**src/rtl/piso_shift_tx.sv**
```systemverilog
`default_nettype none
// ============================================================================
// Module      : piso_shift_tx
// Description : Parallel-in / serial-out transmitter. Accepts a WIDTH-bit word
//               over a valid/ready handshake and shifts it out one bit at a
//               time on sout, holding each bit for BIT_DIV clocks. Transmit
//               half of the serial link (pairs with a SIPO receiver).
// Ports       : clk        - rising-edge clock
//               rst        - asynchronous, active-high reset
//               in_valid   - source presents a word on in_data
//               in_data    - word to transmit, sampled on handshake only
//               in_ready   - high in IDLE; handshake = in_valid & in_ready
//               sout       - registered serial data (IDLE_LEVEL when idle)
//               sout_valid - registered, high while sout carries a data bit
//               busy       - registered, high while a word is being shifted
//               done       - registered one-cycle pulse after the last bit
// Revision    : 1.0 - initial release
// ============================================================================
module piso_shift_tx #(
    parameter int WIDTH      = 8,
    parameter int BIT_DIV    = 1,
    parameter bit MSB_FIRST  = 1'b1,
    parameter bit IDLE_LEVEL = 1'b1
) (
    input  logic             clk,
    input  logic             rst,
    input  logic             in_valid,
    input  logic [WIDTH-1:0] in_data,
    output logic             in_ready,
    output logic             sout,
    output logic             sout_valid,
    output logic             busy,
    output logic             done
);

    localparam int c_BIT_W = $clog2(WIDTH);
    localparam int c_DIV_W = (BIT_DIV > 1) ? $clog2(BIT_DIV) : 1;

    localparam logic [c_BIT_W-1:0] c_BIT_LAST = c_BIT_W'(WIDTH - 1);
    localparam logic [c_BIT_W-1:0] c_BIT_ONE  = c_BIT_W'(1);
    localparam logic [c_BIT_W-1:0] c_BIT_ZERO = '0;
    localparam logic [c_DIV_W-1:0] c_DIV_LAST = c_DIV_W'(BIT_DIV - 1);
    localparam logic [c_DIV_W-1:0] c_DIV_ONE  = c_DIV_W'(1);
    localparam logic [c_DIV_W-1:0] c_DIV_ZERO = '0;

    localparam logic [0:0] c_ST_IDLE  = 1'b0;
    localparam logic [0:0] c_ST_SHIFT = 1'b1;

    logic [0:0]         r_state;
    logic [WIDTH-1:0]   r_shift;
    logic [c_BIT_W-1:0] r_bit_cnt;
    logic [c_DIV_W-1:0] r_div_cnt;
    logic               r_sout;
    logic               r_sout_valid;
    logic               r_busy;
    logic               r_done;

    logic               w_handshake;
    logic               w_bit_end;
    logic               w_word_end;
    logic [WIDTH-1:0]   w_shift_next;
    logic               w_first_bit;
    logic               w_next_bit;

    // in_ready is decoded straight from state so a source sees it in the
    // done cycle, which is what allows back-to-back words with a 1-cycle gap.
    assign in_ready    = (r_state == c_ST_IDLE);
    assign w_handshake = in_valid & in_ready;

    assign w_bit_end  = (r_div_cnt == c_DIV_LAST);
    assign w_word_end = w_bit_end && (r_bit_cnt == c_BIT_LAST);

    // The shift register always holds the bit currently on sout at its
    // outgoing end; sout is a registered copy, so on load and on each shift
    // the bit that will be at that end next is sampled into r_sout.
    assign w_shift_next = MSB_FIRST ? {r_shift[WIDTH-2:0], 1'b0}
                                    : {1'b0, r_shift[WIDTH-1:1]};
    assign w_first_bit  = MSB_FIRST ? in_data[WIDTH-1] : in_data[0];
    assign w_next_bit   = MSB_FIRST ? w_shift_next[WIDTH-1] : w_shift_next[0];

    always_ff @(posedge clk or posedge rst) begin
        if (rst) begin
            r_state      <= c_ST_IDLE;
            r_shift      <= '0;
            r_bit_cnt    <= c_BIT_ZERO;
            r_div_cnt    <= c_DIV_ZERO;
            r_sout       <= IDLE_LEVEL;
            r_sout_valid <= 1'b0;
            r_busy       <= 1'b0;
            r_done       <= 1'b0;
        end else begin
            r_done <= 1'b0;
            case (r_state)
                c_ST_IDLE: begin
                    if (w_handshake) begin
                        r_shift      <= in_data;
                        r_bit_cnt    <= c_BIT_ZERO;
                        r_div_cnt    <= c_DIV_ZERO;
                        r_sout       <= w_first_bit;
                        r_sout_valid <= 1'b1;
                        r_busy       <= 1'b1;
                        r_state      <= c_ST_SHIFT;
                    end
                end
                c_ST_SHIFT: begin
                    if (w_word_end) begin
                        r_shift      <= w_shift_next;
                        r_bit_cnt    <= c_BIT_ZERO;
                        r_div_cnt    <= c_DIV_ZERO;
                        r_sout       <= IDLE_LEVEL;
                        r_sout_valid <= 1'b0;
                        r_busy       <= 1'b0;
                        r_done       <= 1'b1;
                        r_state      <= c_ST_IDLE;
                    end else if (w_bit_end) begin
                        r_shift   <= w_shift_next;
                        r_sout    <= w_next_bit;
                        r_div_cnt <= c_DIV_ZERO;
                        r_bit_cnt <= r_bit_cnt + c_BIT_ONE;
                    end else begin
                        r_div_cnt <= r_div_cnt + c_DIV_ONE;
                    end
                end
                default: begin
                    r_state <= c_ST_IDLE;
                end
            endcase
        end
    end

    assign sout       = r_sout;
    assign sout_valid = r_sout_valid;
    assign busy       = r_busy;
    assign done       = r_done;

endmodule
`default_nettype wire

```
**config.mk**
```make
export PLATFORM = sky130hd
export DESIGN_NAME = piso_shift_tx
export DESIGN_NICKNAME = d
export VERILOG_FILES = /design/src/rtl/piso_shift_tx.sv
export SDC_FILE = /design/constraint.sdc
export NUM_CORES = 1
export LEC_CHECK = 0
export BUFFER_PORTS_ARGS = -buffer_cell sky130_fd_sc_hd__buf_2
export CAP_MARGIN = 20
export CELL_PAD_IN_SITES_DETAIL_PLACEMENT = 1
export CELL_PAD_IN_SITES_GLOBAL_PLACEMENT = 1
export CORE_MARGIN = 10
export CORE_UTILIZATION = 41
export DETAILED_ROUTE_END_ITERATION = 8
export PLACE_DENSITY = 0.82
export SKIP_LAST_GASP = 1
export SLEW_MARGIN = 20
export SYNTH_ARGS = -nofsm -noshare
export SYNTH_HDL_FRONTEND = slang
export SYNTH_SLANG_ARGS = --single-unit
```
**constraint.sdc**
```tcl
create_clock -name clk -period 2 [get_ports clk]
set_clock_uncertainty 0.1 [all_clocks]
set_input_delay 0.3 -clock clk [delete_from_list [all_inputs] [get_ports clk]]
set_output_delay 0.3 -clock clk [all_outputs]
set_load 0.02 [all_outputs]
```
# After elaboration in Yosys (flattened, before gate mapping)
# Index checks and enable logic that the tools add are counted.
op_classes:
  n_addsub: 2
  multipliers: 0
  div: 0
  n_lt_le_gt_ge: 0
  eq_ne: 4
  shifts: 0
  muxes: 24
  bitwise: 3
  reduce_logical: 3
op_table:
  columns: ["cell", "count"]
  rows:
  - ["$mux W7", 3]
  - ["$pmux W7 S2", 1]
  - ["$mux W1", 12]
  - ["$mux W3", 3]
  - ["$pmux W1 S2", 4]
  - ["$pmux W3 S2", 1]
  - ["$ne A2 B1 Y1 const B", 2]
  - ["$reduce_and A2 Y1", 2]
  - ["$add A3 B1 Y3 const B", 1]
  - ["$eq A3 B3 Y1 const B", 1]
  - ["$ne A3 B2 Y1 const B", 1]
  - ["$not A1 Y1", 2]
  - ["$add A1 B1 Y1 const B", 1]
  - ["$and A1 B1 Y1", 1]
  - ["$logic_and A1 B1 Y1", 1]
word_totals:
  ff_bits: 15
  latchBits: 0
  mem_bits_rw: 0
  mem_bits_ro: 0
  input_bits: 11
  out_inout_bits: 5
  word_cells: 43
  mem_count: 0

# Longest topological paths before layout
depth:
  ltp_word: 4
  mapped_depth: 4

# Worst setup path after synthesis
# No wires, ideal clock.
synth_timing:
  path_type: "flip-flop to flip-flop"
  from: "reg r_bit_cnt[0]"
  to: "reg r_bit_cnt[2]"
  arrival_time_ns: 1.057
  slack_ns: 0.722
  path_stages_with_launch: 4
  synth_period_minus_slack_ns: 1.278
  cell_sequence: "dfrtp_1 -> ha_1 -> ha_1 -> a22o_1"
synth_between:
  elab_chain_cells: 4
synth_rtl:
  columns: ["item", "line", "text"]
  rows:
  - ["start: declaration", "51", "logic [c_BIT_W-1:0] r_bit_cnt;"]
  - ["start signal: assignment", "85", "r_bit_cnt <= c_BIT_ZERO;"]
  - ["start signal: assignment", "97", "r_bit_cnt <= c_BIT_ZERO;"]
  - ["start signal: assignment", "108", "r_bit_cnt <= c_BIT_ZERO;"]
  - ["$add A3 B1 Y3 or $eq A3 B3 Y1 (tied branches)", "119, 71", null]
  - ["$mux W3 or $logic_and A1 B1 Y1 (tied branches)", "115, 71", null]
  - ["$mux W3 or $ne A3 B2 Y1 (tied branches)", null, null]
  - ["$pmux W3 S2 or $reduce_and A2 Y1 (tied branches)", null, null]
# Parallel ways exist; a longest one is shown, timed or not. The select of a mux whose other input is x is not followed.
# A chain may end at the register's enable or synchronous reset.

# Worst setup path after layout
layout_timing:
  from: "reg r_state"
  to: "out in_ready"
layout_between:
  elab_chain_cells: 1
layout_rtl:
  columns: ["item", "line", "text"]
  rows:
  - ["start: declaration", "49", "logic [0:0] r_state;"]
  - ["start signal: assignment", "83", "r_state <= c_ST_IDLE;"]
  - ["start signal: assignment", "102", "r_state <= c_ST_SHIFT;"]
  - ["start signal: assignment", "114", "r_state <= c_ST_IDLE;"]
  - ["$not A1 Y1", null, null]
  - ["end: declaration", "29", "output logic in_ready,"]
# No other way between the ends.

==> metrics.log <==
[metrics] depth of the CTS H-tree: 1
[metrics] share of cells above drive strength 1: 28.4%
[metrics] leakage power summed over all cells: 0.396 nW
[metrics] Initial Util: 43.1%
[metrics] post-layout utilization of the core: 49.8%
[metrics] area growth from synthesis to layout: 15.4%
[metrics] number of antenna-violating nets in the routed design: 0
[metrics] Synth area leaders: dfrtp_1, mux2i_1, ha_1
[metrics] Worst Path Max Fanout: 22
[metrics] Worst-Margin Slew: 615 ps
[metrics] routed length per placed instance: 15.9 um
[metrics] global-route wire length before repair: 2480 um
[metrics] Clock Pin Slew Worst Setup and Hold Paths: 90 ps
[metrics] buffer cell driving the clock tree root: clkbuf_4
[metrics] switching power: 436 uW
[metrics] endpoint arrival time on the critical path: 1350 ps
[metrics] IR drop worst, VDD: 587 uV
[metrics] horizontal die dimension: 59.8 um
[metrics] area share of the largest cell type after synthesis: 50.1%
[metrics] Max Buffers Root-to-Sink: 2
[metrics] setup violation total in the final timing report: 0
[metrics] max-cap viol count: 0
[metrics] CP Cell Sequence: inv_1 > buf_2
[metrics] clock insertion delay at the later pin of the skew report: 280 ps
[metrics] setup total negative slack: 0 ps
[metrics] total gr overflow: 0
[metrics] number of sinks on the clock net: 14
[metrics] busiest grt layer: met2
[metrics] post-cts hold buffer count: 1
[metrics] mean instance size in the synthesized netlist: 11.2 um2
[metrics] worst slack at placement: 558 ps
[metrics] total via count after detailed routing: 468
[metrics] headroom to the max-slew limit: 59.0%
[metrics] total number of nets in the final design: 89
[metrics] endpoint type of the worst setup path: output pin
[metrics] total number of yosys warnings: 0
[metrics] overall fraction of global-route tracks in use: 9.22%
[metrics] post-synthesis instance area: 649 um2
[metrics] number of slew-limit violations in the final report: 0
[metrics] number of top-level design ports: 16
[metrics] synthesized net count: 72
[metrics] Crit path largest cell delay: 740 ps
[metrics] GRT met1 Usage: 9.57%
[metrics] crit path launch type: flip-flop
[metrics] share of the clock period used by the worst path: 87.6%
[metrics] most frequent standard cell in the layout excluding fill and tap cells: buf_2
[metrics] WL final: 1430 um
[metrics] initial antenna violation count: 0
[metrics] post-layout worst setup margin: 247 ps
[metrics] total power: 1.10 mW
[metrics] post-CTS setup buffer count: 0
[metrics] required time of the worst setup path: 1600 ps
[metrics] number of inserted filler cells in the final layout: 181
[metrics] met3 Use GR: 4.03%
[metrics] sequential fraction of design power: 48.1%
[metrics] DR vias/cell: 5.20
[metrics] count of unresolved DRC violations after routing: 0
[metrics] violation count after the first detailed-routing iteration: 4
[metrics] Syn Inst Count: 58
[metrics] number of gates resized after cts: 0
[metrics] fraction of power consumed by combinational cells: 36.4%
[metrics] post-synthesis cell type count: 18
[metrics] part of the Yosys area used for sequential elements: 54.1%
[metrics] total number of placement rows: 14
[metrics] vertical die dimension: 59.8 um
[metrics] Max stage delay cell, worst path: dfrtp_1
[metrics] clock buffer count from CTS: 3
[metrics] power per cell area: 1470 nW/um2
[metrics] post-detailed-placement half-perimeter wirelength: 1060 um
[metrics] DIE AREA: 3580 um2
[metrics] Hold Crit Class: input port to flip-flop
[metrics] cell accounting for the most synthesized area: dfrtp_1
[metrics] share of total power in the clock network: 15.5%
[metrics] switching portion of total power: 39.5%
[metrics] Final min period: 1750 ps
[metrics] Hold Slack: 188 ps
[metrics] result of the run: finished clean
[metrics] Worst Path Class, Setup: flip-flop to output pin
[metrics] number of hold-slack violations in the final timing report: 0
[metrics] number of inserted diodes: 0
[metrics] Largest delay share family, worst path: flip-flops
[metrics] clock tree from TritonCTS: done
[metrics] number of synthesized register bits: 14
[metrics] commonest non-fill, non-tap cells in the layout: buf_2, dfrtp_1, mux2i_1
[metrics] internal portion of total power: 668 uW
[metrics] 1st-pass router iterations: 2
[metrics] worst path bufs/invs: 2
[metrics] RSZ-0062 raised after global routing: false
[metrics] Port Buffer Count: 15
[metrics] highest achievable clock rate: 570 MHz
[metrics] GPL Wtd Cong: 0.725
[metrics] maximum number of pins on one net before global-route repair: 23
[metrics] area inside the core boundary: 1510 um2
[metrics] GR Util met2: 14.4%
[metrics] vias in the first global route: 552
==> sequential cells by signal, summed over array words and instances, names as in the netlist <==
name and flops:
sout 1, done 1, r_shift 7, r_bit_cnt 3, r_state 1, busy 1
==> power by group through the flow <==
| stage | combinational [mW] | clock, mW | sequential, mW |
|---|---|---|---|
| 2_1_floorplan | 0.334 | 0 | 0.503 |
| 3_3_place_gp | 0.381 | 0 | 0.526 |
| 3_5_place_dp | 0.405 | 0 | 0.535 |
| 4_1_cts | 0.409 | 0.181 | 0.529 |
| 5_1_grt | 0.462 | 0.195 | 0.552 |
| 6_report | 0.402 | 0.171 | 0.531 |
==> cell usage after synthesis, drive strengths merged <==
master / count
buf: 4
and2: 1
nor3b: 1
a21oi: 1
nor2: 5
ha: 3
nand2b: 1
dfrtp: 13
o21ai: 7
inv: 3
a22o: 2
nand2: 7
o22ai: 1
mux2i: 8
dfstp: 1
==> per-stage QoR <==
stage,cells,instance area (um2)
final,90,749
after global placement,85,713
after global routing,90,749
after floorplan,58,649
after CTS,90,749
after detailed placement,85,713
==> per-layer routing <==
| metal | wire, um | vias up | part of all wire (%) |
|---|---|---|---|
| met5 | 0 | - | 0 |
| met4 | 43 | 0 | 3.0 |
| met3 | 118 | 5 | 8.2 |
| met2 | 686 | 12 | 48 |
| met1 | 585 | 223 | 41 |
| li1 | - | 228 | - |
==> cell type report <==
cell class	instances	area (um2)	share of cell area, %
Timing Repair Buffer	16	85.1	11.4
Inverter	3	11.3	1.50
Multi-Input combinational cell	37	255	34.1
Clock buffer	4	26.3	3.51
Sequential cell	14	352	46.9
Tap cell	16	20.0	2.67
==> cells by family after synthesis <==
logic type,share of synthesized area (%)
DFF,54.1
AOI/OAI and AO/OA,10.4
adders and majority gates,5.78
muxes,12.3
buffers and inverters,6.55
and+or+nand+nor,10.8
==> path summary, 6_finish.rpt <==
path	from	to	slack [ps]	cells after the start
setup / recovery	r_state	in_ready	250	2
hold / removal	in_data[0]	r_shift[0]	190	3
setup reg to reg	r_state	r_bit_cnt[0]	610	2
hold reg to reg	r_shift[1]	r_shift[2]	390	2
max in group asynchronous	rst	sout	900	3
min in group asynchronous	rst	r_bit_cnt[0]	520	3
==> worst reg2reg max path: stages, from the launching register on <==
cell     delay (ps)
dfrtp_1         740
nor2_1          180
a22o_1          270
Power figures use the tool's default switching activity.
